--- config.mk ---
export PLATFORM = sky130hd
export DESIGN_NAME = pipe_stage_reg
export DESIGN_NICKNAME = d
export VERILOG_FILES = /design/src/rtl/pipe_stage_reg.sv
export SDC_FILE = /design/constraint.sdc
export NUM_CORES = 1
export LEC_CHECK = 0
export BUFFER_PORTS_ARGS = -buffer_cell sky130_fd_sc_hd__clkbuf_2
export CAP_MARGIN = 20
export CORE_AREA = 5 5 181 183
export DETAILED_ROUTE_END_ITERATION = 10
export DIE_AREA = 0 0 186 188
export PLACE_DENSITY = 0.66
export SKIP_LAST_GASP = 1
export SLEW_MARGIN = 40
export SYNTH_ARGS = -nofsm -noshare
export SYNTH_HDL_FRONTEND = slang
export SYNTH_SLANG_ARGS = --single-unit
--- constraint.sdc ---
create_clock -name clk -period 2.15 [get_ports clk]
set_input_delay 0.3225 -clock clk [delete_from_list [all_inputs] [get_ports clk]]
set_output_delay 0.3225 -clock clk [all_outputs]
set_load 0.02 [all_outputs]
--- src/rtl/pipe_stage_reg.sv ---
// Parametrised pipeline stage register with ready/valid handshake, flush/stall
// control and saturating stall/bubble counters. Define PIPE_SKID_EN to add a skid entry.
module pipe_stage_reg #(
  parameter int DATA_W = 192,
  parameter int CTRL_W = 24,
  parameter int CNT_W  = 16
) (
  input  logic              clk,
  input  logic              rst_n,
  input  logic              in_valid,
  output logic              in_ready,
  input  logic [DATA_W-1:0] in_data,
  input  logic [CTRL_W-1:0] in_ctrl,
  input  logic              stall,
  input  logic              flush,
  output logic              out_valid,
  input  logic              out_ready,
  output logic [DATA_W-1:0] out_data,
  output logic [CTRL_W-1:0] out_ctrl,
  output logic [CNT_W-1:0]  stall_cnt,
  output logic [CNT_W-1:0]  bubble_cnt
);

  logic              v_q, v_d;
  logic [DATA_W-1:0] data_q, data_d;
  logic [CTRL_W-1:0] ctrl_q, ctrl_d;
  logic [CNT_W-1:0]  stall_cnt_q, stall_cnt_d;
  logic [CNT_W-1:0]  bubble_cnt_q, bubble_cnt_d;
  logic              push, pop;

`ifdef PIPE_SKID_EN
  logic              s_v_q, s_v_d;
  logic [DATA_W-1:0] s_data_q, s_data_d;
  logic [CTRL_W-1:0] s_ctrl_q, s_ctrl_d;

  // Readiness depends only on local state, so out_ready never reaches in_ready.
  assign in_ready = ~stall & ~flush & ~s_v_q;
`else
  assign in_ready = ~stall & ~flush & (~v_q | out_ready);
`endif

  assign out_valid = v_q & ~stall;
  assign push      = in_valid & in_ready;
  assign pop       = out_valid & out_ready;

  // NOTE: combinational logic uses blocking '=' with every output defaulted
  // first, so no path leaves a signal unassigned and no latch is inferred.
  always_comb begin
    v_d    = v_q;
    data_d = data_q;
    ctrl_d = ctrl_q;
`ifdef PIPE_SKID_EN
    s_v_d    = s_v_q;
    s_data_d = s_data_q;
    s_ctrl_d = s_ctrl_q;
`endif
    if (flush) begin
      v_d    = 1'b0;
      ctrl_d = '0;
`ifdef PIPE_SKID_EN
      s_v_d    = 1'b0;
      s_ctrl_d = '0;
`endif
    end else if (!stall) begin
`ifdef PIPE_SKID_EN
      if (pop) begin
        if (s_v_q) begin
          data_d = s_data_q;
          ctrl_d = s_ctrl_q;
          s_v_d  = 1'b0;
        end else if (push) begin
          data_d = in_data;
          ctrl_d = in_ctrl;
        end else begin
          v_d = 1'b0;
        end
      end else if (push) begin
        if (!v_q) begin
          v_d    = 1'b1;
          data_d = in_data;
          ctrl_d = in_ctrl;
        end else begin
          s_v_d    = 1'b1;
          s_data_d = in_data;
          s_ctrl_d = in_ctrl;
        end
      end
`else
      if (push) begin
        v_d    = 1'b1;
        data_d = in_data;
        ctrl_d = in_ctrl;
      end else if (pop) begin
        v_d = 1'b0;
      end
`endif
    end
  end

  always_comb begin
    stall_cnt_d  = stall_cnt_q;
    bubble_cnt_d = bubble_cnt_q;
    if (in_valid && !in_ready && !(&stall_cnt_q))
      stall_cnt_d = stall_cnt_q + CNT_W'(1);
    if (!out_valid && out_ready && !(&bubble_cnt_q))
      bubble_cnt_d = bubble_cnt_q + CNT_W'(1);
  end

  // NOTE: the payload registers are reset as well, because out_data must read
  // zero straight out of reset; sequential state is updated with '<=' only.
  always_ff @(posedge clk or negedge rst_n) begin
    if (!rst_n) begin
      v_q          <= 1'b0;
      data_q       <= '0;
      ctrl_q       <= '0;
      stall_cnt_q  <= '0;
      bubble_cnt_q <= '0;
    end else begin
      v_q          <= v_d;
      data_q       <= data_d;
      ctrl_q       <= ctrl_d;
      stall_cnt_q  <= stall_cnt_d;
      bubble_cnt_q <= bubble_cnt_d;
    end
  end

`ifdef PIPE_SKID_EN
  always_ff @(posedge clk or negedge rst_n) begin
    if (!rst_n) begin
      s_v_q    <= 1'b0;
      s_data_q <= '0;
      s_ctrl_q <= '0;
    end else begin
      s_v_q    <= s_v_d;
      s_data_q <= s_data_d;
      s_ctrl_q <= s_ctrl_d;
    end
  end
`endif

  assign out_data   = data_q;
  assign out_ctrl   = ctrl_q;
  assign stall_cnt  = stall_cnt_q;
  assign bubble_cnt = bubble_cnt_q;

endmodule

==> key figures, run 1 <==
Detailed routing
  – Residual DRC: 0
  – Vias/cell: 4.57
  – Final WL: 31.4 mm
  – Initial drt markers: 202
  – Vias: 8,022
  – Routed WL per cell: 17.9 um
  – Final antenna-violating net count: 0
  – Drt first pass iters: 4

Synth
  – Seq cells post-synth: 249
  – Cell taking the most area after synthesis: dfrtp_1
  – Seq/Total Area, Yosys: 63.7%
  – Post-Synthesis Cells: 666
  – Yosys cell types: 35
  – Post-synth EDFFs: 0
  – Most common cell in the synthesized netlist: dfrtp_1
  – Syn avg cell area: 14.7 um2
  – Yosys top cell area share: 63.7%
  – Area contributors post-synth: dfrtp_1, mux2_1, mux2_2, xor2_1, nand2b_1
  – Top_reg_cell synth: dfrtp_1
  – Async S/R FF share, synth: 100%
  – Synthesized Nets: 890
  – Commonest cells in the netlist: dfrtp_1, mux2_1, mux2_2
  – Mapped cell area: 0.00979 mm2
  – Ys Warns: 0

Critical path
  – Crit path kind: register to output port
  – Worst endpoint required time: 1.83 ns
  – CP top delay family: simple AND/OR/NAND/NOR gates
  – R2r setup slk: 0.25 ns
  – CP max stage cell: nor2b_1
  – Worst R2R Path Depth: 5
  – Worst setup EP type: output port
  – Worst R2R End: out_data[107]
  – CP Data Arrival Time: 1.58 ns
  – CP Max Fanout: 5
  – Worst path max stage delay: 0.39 ns
  – Buf+Inv Stages, Crit Path: 1
  – Startpoint types: register
  – Worst path cell trace: nor2b_1 -> nor2_1 -> clkbuf_2
  – R2R Path Start: v_q

Placement
  – GPL Wtd Cong: 0.812
  – Number of port buffers: 471
  – HPWL after DPL: 21.9 mm
  – DP Area: 0.0128 mm2

Final layout
  – Multi-input combinational cell area: 0.00336 mm2
  – Util after Layout: 49.7%
  – Nets: 1,558
  – Fillcell total: 2,670
  – Layout area overhead: 57.7%
  – Share of cells above drive strength 1: 46.6%
  – Final Cell Area: 0.0154 mm2
  – Register area: 0.00623 mm2

GRT
  – Largest net degree at the start of global routing: 76
  – Antenna violations before repair: 2
  – Met2 Use GR: 30.0%
  – Total gr overflow: 0
  – Busiest layer in global routing: met2
  – First-pass GRT wire length: 48.5 mm
  – Vias in the first global route: 8,858
  – Met1 Use GR: 20.4%
  – GRT Util Overall: 17.1%
  – Met3 Use GR: 4.46%

STA
  – Max Fclk: 0.524 GHz
  – Final period util: 88.7%
  – RSZ-0062 raised after global routing: false
  – Min Tclk post-route: 1.91 ns
  – Setup TNS: 0 ns
  – Final setup skew: 0.00835 ns
  – Hold slack: 0.0156 ns
  – Slew Viols, Final: 0
  – Tightest Pin Transition: 0.575 ns
  – # setup viols final: 0
  – Relative slew slack: 61.4%
  – Final Hold Viols: 0

Hold path
  – Worst Hold Endpoint: out_data[57]
  – Hold Crit Class: primary input to register
  – Min-delay src: in_data[57]
  – Worst hold stages: 2

Power
  – Leakage: 7.55 nW
  – VDD IR max: 0.538 mV
  – Pwr Total: 14.8 mW
  – PwrDens: 962 mW/mm2

Floorplanning
  – Die area: 0.0350 mm2
  – I/O pin cnt: 472
  – Core area: 0.0311 mm2
  – Die height: 188 um
  – Die X: 186 um
  – Row cnt: 65
  – Initial Util: 31.5%

Clock tree
  – Root buffer cell: clkbuf_16
  – CTS clk-pin slew, worst paths: 0.06 ns
  – CTS Sinks: 249
  – Worst skew pair latency: 0.54 ns
  – Clock buffer depth: 3
  – Post-CTS Repair Setup Buffers: 0
  – Cells resized by post-CTS repair: 0
  – H-tree depth: 1
  – CTS tree: built
  – Cts bufs inserted: 27

Job
  – Maxcap violations: 0

Run status
  – Status: complete, no violations
-- cell families after synthesis --
family                   share of synthesized area, %
buffers and inverters                            1.98
multiplexers                                     22.6
XOR/XNOR                                         2.33
AND/OR/NAND/NOR                                  7.19
adder cells (fa/ha/maj)                         0.256
AO/OA/AOI/OAI                                    2.02
flip-flops                                       63.7
-- worst register-to-register path: cells and delay by family (launching register included) --
kind	cells	cell delay, ns
buf+inv	2	0.51
flops	1	0.39
mux	1	0.38
simple gates	2	0.51
-- per-layer routing --
| metal | wire length (um) | vias up |
|---|---|---|
| li1 | - | 3692 |
| met1 | 11800 | 3919 |
| met2 | 15700 | 342 |
| met3 | 2770 | 67 |
| met4 | 1020 | 2 |
| met5 | 11 | - |
-- repair_timing --
action	CTS	global route
endpoints found under the setup margin	0	0
hold buffers	173	0
hold endpoints to repair	224	0
-- cells in the final DEF (no fill, tap or decap), drive strengths merged, types with 2 or more instances in the layout --
cell type	Yosys	final
xor2	25	25
nor4b	4	4
clkbuf	4	505
nor4	8	8
ha	2	2
nand2	33	33
dlygate4sd3	0	173
clkinv	0	8
and4	3	3
mux2	196	196
and3	4	4
nor3	11	11
buf	25	25
clkinvlp	0	2
dfrtp	249	249
inv	3	4
nor2	7	7
o21ai	29	29
nor3b	6	6
nand2b	26	26
bufinv	0	3
nand4	9	9
nand3	11	11
-- power breakdown --
group	switching (mW)	internal, mW
Sequential	0.600	5.59
Combinational	2.29	1.60
Clock	1.90	2.87
Total	4.79	10.1
-- how the worst max path moves through the flow --
stage / startpoint / slack [ns] / depth (start not counted) / to
floorplan: bubble_cnt[0] / 0.38 / 5 / bubble_cnt[1]
global placement: stall / 0.13 / 6 / out_data[148]
detailed placement: stall / 0.11 / 6 / out_data[148]
CTS: v_q / 0.20 / 3 / in_ready
global route: v_q / 0.15 / 3 / in_ready
finish: v_q / 0.24 / 3 / in_ready
-- per-stage QoR --
| step | std cells | setup slack (ns) |
|---|---|---|
| floorplan | 666 | 0.384 |
| global placement | 1534 | 0.131 |
| detailed placement | 1534 | 0.111 |
| CTS | 1756 | 0.205 |
| global route | 1757 | 0.153 |
| finish | 1757 | 0.243 |
-- sequential cells by signal, summed over array words and instances, names as in the netlist --
name	flops
out_data	192
out_ctrl	24
bubble_cnt	16
v_q	1
stall_cnt	16
-- final cells by class --
class	instances	area share, %
multi-input cells	385	21.8
diodes	1	0.0162
clock inverters	14	1.02
repair buffers	668	28.5
clock buffers	35	4.96
inverters	3	0.0730
flip-flops and latches	249	40.4
well taps	402	3.26
(Power assumes the default switching activity.)
==> inputs of run 2 (changes only) <==
--- a/config.mk
+++ b/config.mk
@@ -5,12 +5,13 @@
 export SDC_FILE = /design/constraint.sdc
 export NUM_CORES = 1
 export LEC_CHECK = 0
+export ABC_AREA = 1
 export BUFFER_PORTS_ARGS = -buffer_cell sky130_fd_sc_hd__clkbuf_2
 export CAP_MARGIN = 20
-export CORE_AREA = 5 5 181 183
+export CORE_AREA = 5 5 180 182
 export DETAILED_ROUTE_END_ITERATION = 10
-export DIE_AREA = 0 0 186 188
-export PLACE_DENSITY = 0.66
+export DIE_AREA = 0 0 185 187
+export PLACE_DENSITY = 0.69
 export SKIP_LAST_GASP = 1
 export SLEW_MARGIN = 40
 export SYNTH_ARGS = -nofsm -noshare
==> run 2 against run 1 <==
Die area decreased by 1.1%. Largest power group unchanged. Combinational power decreased by 12%. Final cell count increased by 26%. Clock-buffer cell count increased by 5. Wire length increased by 16%. Non-clock buffer count decreased by 70. Synthesized cell count increased by 87%. Utilization increased by 0.45 points. Worst hold slack improved by 0.0067 ns.
==> key figures, run 2 <==
Synth
  – Syn avg cell area: 8.43 um2 (was 14.7 um2)
  – Async S/R FF share, synth: 100% (unchanged)
  – Area contributors post-synth: dfrtp_1, nand2_1, nand3_1, buf_2, inv_1 (was dfrtp_1, mux2_1, mux2_2, xor2_1, nand2b_1)
  – Seq/Total Area, Yosys: 59.3% (was 63.7%)
  – Commonest cells in the netlist: nand2_1, dfrtp_1, nand3_1 (was dfrtp_1, mux2_1, mux2_2)
  – Synthesized Nets: 1,470 (was 890)
  – Yosys top cell area share: 59.3% (was 63.7%)
  – Cell taking the most area after synthesis: dfrtp_1 (unchanged)
  – Mapped cell area: 0.0105 mm2 (was 0.00979 mm2)
  – Top_reg_cell synth: dfrtp_1 (unchanged)
  – Most common cell in the synthesized netlist: nand2_1 (was dfrtp_1)
  – Post-synth EDFFs: 0 (unchanged)
  – Post-Synthesis Cells: 1,246 (was 666)
  – Seq cells post-synth: 249 (unchanged)
  – Yosys cell types: 21 (was 35)
  – Ys Warns: 0 (unchanged)

STA
  – Tightest Pin Transition: 0.567 ns (was 0.575 ns)
  – Max Fclk: 0.515 GHz (was 0.524 GHz)
  – Relative slew slack: 62.2% (was 61.4%)
  – Slew Viols, Final: 0 (unchanged)
  – Final Hold Viols: 0 (unchanged)
  – Worst setup margin: 0.206 ns (was 0.243 ns)
  – RSZ-0062 raised after global routing: false (unchanged)
  – Final period util: 90.4% (was 88.7%)
  – Final setup skew: 0.0182 ns (was 0.00835 ns)
  – Min Tclk post-route: 1.94 ns (was 1.91 ns)
  – Setup TNS: 0 ns (unchanged)
  – Hold slack: 0.0223 ns (was 0.0156 ns)
  – # setup viols final: 0 (unchanged)

Power
  – Switching share of total power: 33.2% (was 32.3%)
  – PwrDens: 926 mW/mm2 (was 962 mW/mm2)
  – Part of the power in registers: 42.2% (was 41.7%)
  – Leakage: 8.59 nW (was 7.55 nW)
  – NetSw: 4.69 mW (was 4.79 mW)
  – VDD IR max: 0.720 mV (was 0.538 mV)
  – Cell internal pwr: 9.44 mW (was 10.1 mW)
  – Combinational Power Share: 24.2% (was 26.2%)
  – Clock power share: 33.6% (was 32.1%)

Floorplanning
  – I/O pin cnt: 472 (unchanged)
  – Die height: 187 um (was 188 um)
  – Row cnt: 64 (was 65)
  – Die area: 0.0346 mm2 (was 0.0350 mm2)
  – Initial Util: 34.5% (was 31.5%)
  – Die X: 185 um (was 186 um)
  – Core area: 0.0304 mm2 (was 0.0311 mm2)

Critical path
  – R2R Path Start: stall_cnt[1] (was v_q)
  – Startpoint types: register (unchanged)
  – Worst R2R Path Depth: 8 (was 5)
  – Worst R2R End: stall_cnt[10] (was out_data[107])
  – Crit path to: in_ready (unchanged)
  – Worst endpoint required time: 1.83 ns (about the same)
  – Crit path from: v_q (unchanged)
  – Crit path kind: register to output port (unchanged)
  – CP Max Fanout: 23 (was 5)
  – Worst setup EP type: output port (unchanged)
  – CP Data Arrival Time: 1.62 ns (was 1.58 ns)
  – R2r setup slk: 0.47 ns (was 0.25 ns)

Detailed routing
  – Vias/cell: 4.80 (was 4.57)
  – Final WL: 36.3 mm (was 31.4 mm)
  – Met1 Wirelength: 13.7 mm (was 11.8 mm)
  – Metal2 WL: 17.8 mm (was 15.7 mm)
  – Initial drt markers: 630 (was 202)
  – Residual DRC: 0 (unchanged)
  – Routed WL per cell: 16.4 um (was 17.9 um)
  – Uppermost layer routed: met4 (was met5)
  – Vias: 10,600 (was 8,022)
  – Final antenna-violating net count: 0 (unchanged)
  – Routed wl met3: 3.35 mm (was 2.77 mm)
  – Drt first pass iters: 5 (was 4)

GRT
  – Antenna violations before repair: 2 (unchanged)
  – Vias in the first global route: 10,700 (was 8,858)
  – GRT Util Overall: 20.1% (was 17.1%)
  – Total gr overflow: 0 (unchanged)
  – First-pass GRT wire length: 57.4 mm (was 48.5 mm)
  – Largest net degree at the start of global routing: 120 (was 76)

Clock tree
  – CTS clk-pin slew, worst paths: 0.06 ns (about the same)
  – Worst skew pair latency: 0.54 ns (about the same)
  – Clock buffer depth: 3 (unchanged)
  – CTS Sinks: 249 (unchanged)
  – CTS tree: built (unchanged)
  – Post-CTS Repair Setup Buffers: 0 (unchanged)
  – H-tree depth: 1 (unchanged)
  – Root buffer cell: clkbuf_16 (unchanged)
  – Cts bufs inserted: 29 (was 27)

Final layout
  – Share of cells above drive strength 1: 30.6% (was 46.6%)
  – Layout area overhead: 45.2% (was 57.7%)
  – Most frequent cells in the layout: nand2_1, clkbuf_2, dfrtp_1 (was clkbuf_2, dfrtp_1, dlygate4sd3_1)
  – Util after Layout: 50.1% (was 49.7%)
  – Commonest non-fill, non-tap cell in the layout: nand2_1 (was clkbuf_2)
  – Nets: 2,025 (was 1,558)
  – Largest register FFs: 192 (unchanged)
  – Post-Layout Cell Count: 2,216 (was 1,757)

Job
  – Maxcap violations: 0 (unchanged)

Placement
  – HPWL after DPL: 25.4 mm (was 21.9 mm)
  – Cell Count Post-Placement: 2,068 (was 1,534)
  – GPL Wtd Cong: 0.845 (was 0.812)
  – Placement Setup Slack: 0.416 ns (was 0.111 ns)
  – Number of port buffers: 471 (unchanged)

Run status
  – Status: complete, no violations (unchanged)

Hold path
  – Hold Crit Class: primary input to register (unchanged)
[run 2: cell count changes in the layout (fill, tap and decap cells not counted), moves of 22 or more]
cell,delta
nand3_1,+222
nand2b_1,-26
mux2_1,-110
nand2_1,+532
dlygate4sd3_1,-75
nor2_1,+28
inv_1,+32
xor2_1,-22
mux2_2,-86
[run 2: worst min-delay path by stage]
stage,from,endpoint,slack (ns),cells after the start
3_5_place_dp,rst_n,out_data[23],0.31,1
3_3_place_gp,rst_n,out_data[23],0.31,1
6_report,in_data[93],out_data[93],0.02,3
5_1_grt,in_data[127],out_data[127],0.006,3
2_1_floorplan,rst_n,bubble_cnt[0],0.03,0
4_1_cts,in_data[127],out_data[127],0.00007,3
[run 2: critical path: stages (launching register included)]
cell and delay (ns):
dfrtp_1 0.40, nand2_1 0.07, nand2_1 0.11, inv_6 0.25
clkbuf_2 0.23
[run 2: layout make-up]
cell class	instances	area, um2
timing repair buffer	598	3680
clock buffer	40	807
multi-input combinational	885	3790
inverter	38	148
antenna	1	2.50
clock inverter	9	103
tap	396	495
sequential	249	6230
fill	2837	15200
[run 2: cells by family after synthesis]
| group | count (synthesis) | share of synthesized area [%] |
|---|---|---|
| DFF | 249 | 59.3 |
| and+or+nand+nor | 856 | 33.9 |
| AOI/OAI and AO/OA | 16 | 0.929 |
| adders and majority gates | 2 | 0.238 |
| buffers and inverters | 112 | 4.75 |
| xor gates and xnor gates | 11 | 0.917 |
[run 2: repair_timing]
| action | in CTS | in global routing |
|---|---|---|
| resized for setup | 0 | 0 |
| hold buffers | 98 | 0 |
| hold endpoints to repair | 147 | 0 |
[run 2: per-layer routing]
layer / vias to the layer above / track usage (%)
met3: 100 / 5.39
met1: 4992 / 24.1
met4: 0 / 7.40
li1: 5065 / -
met2: 473 / 34.6
met5: - / 0
[run 2: power by group through the flow]
stage | Sequential [mW] | Combinational (mW) | Clock, mW
after global placement | 6.00 | 3.24 | 0
after floorplan | 6.88 | 0.893 | 0
final | 5.96 | 3.42 | 4.75
after CTS | 5.96 | 3.44 | 4.87
after detailed placement | 6.02 | 3.30 | 0
after global routing | 6.06 | 3.73 | 5.07
[run 2: per-stage QoR]
stage               total power [mW]  cell area (um2)
floorplan                       7.78            10500
global placement                9.24            13400
detailed placement              9.32            13400
CTS                             14.3            15300
global route                    14.9            15300
finish                          14.1            15300
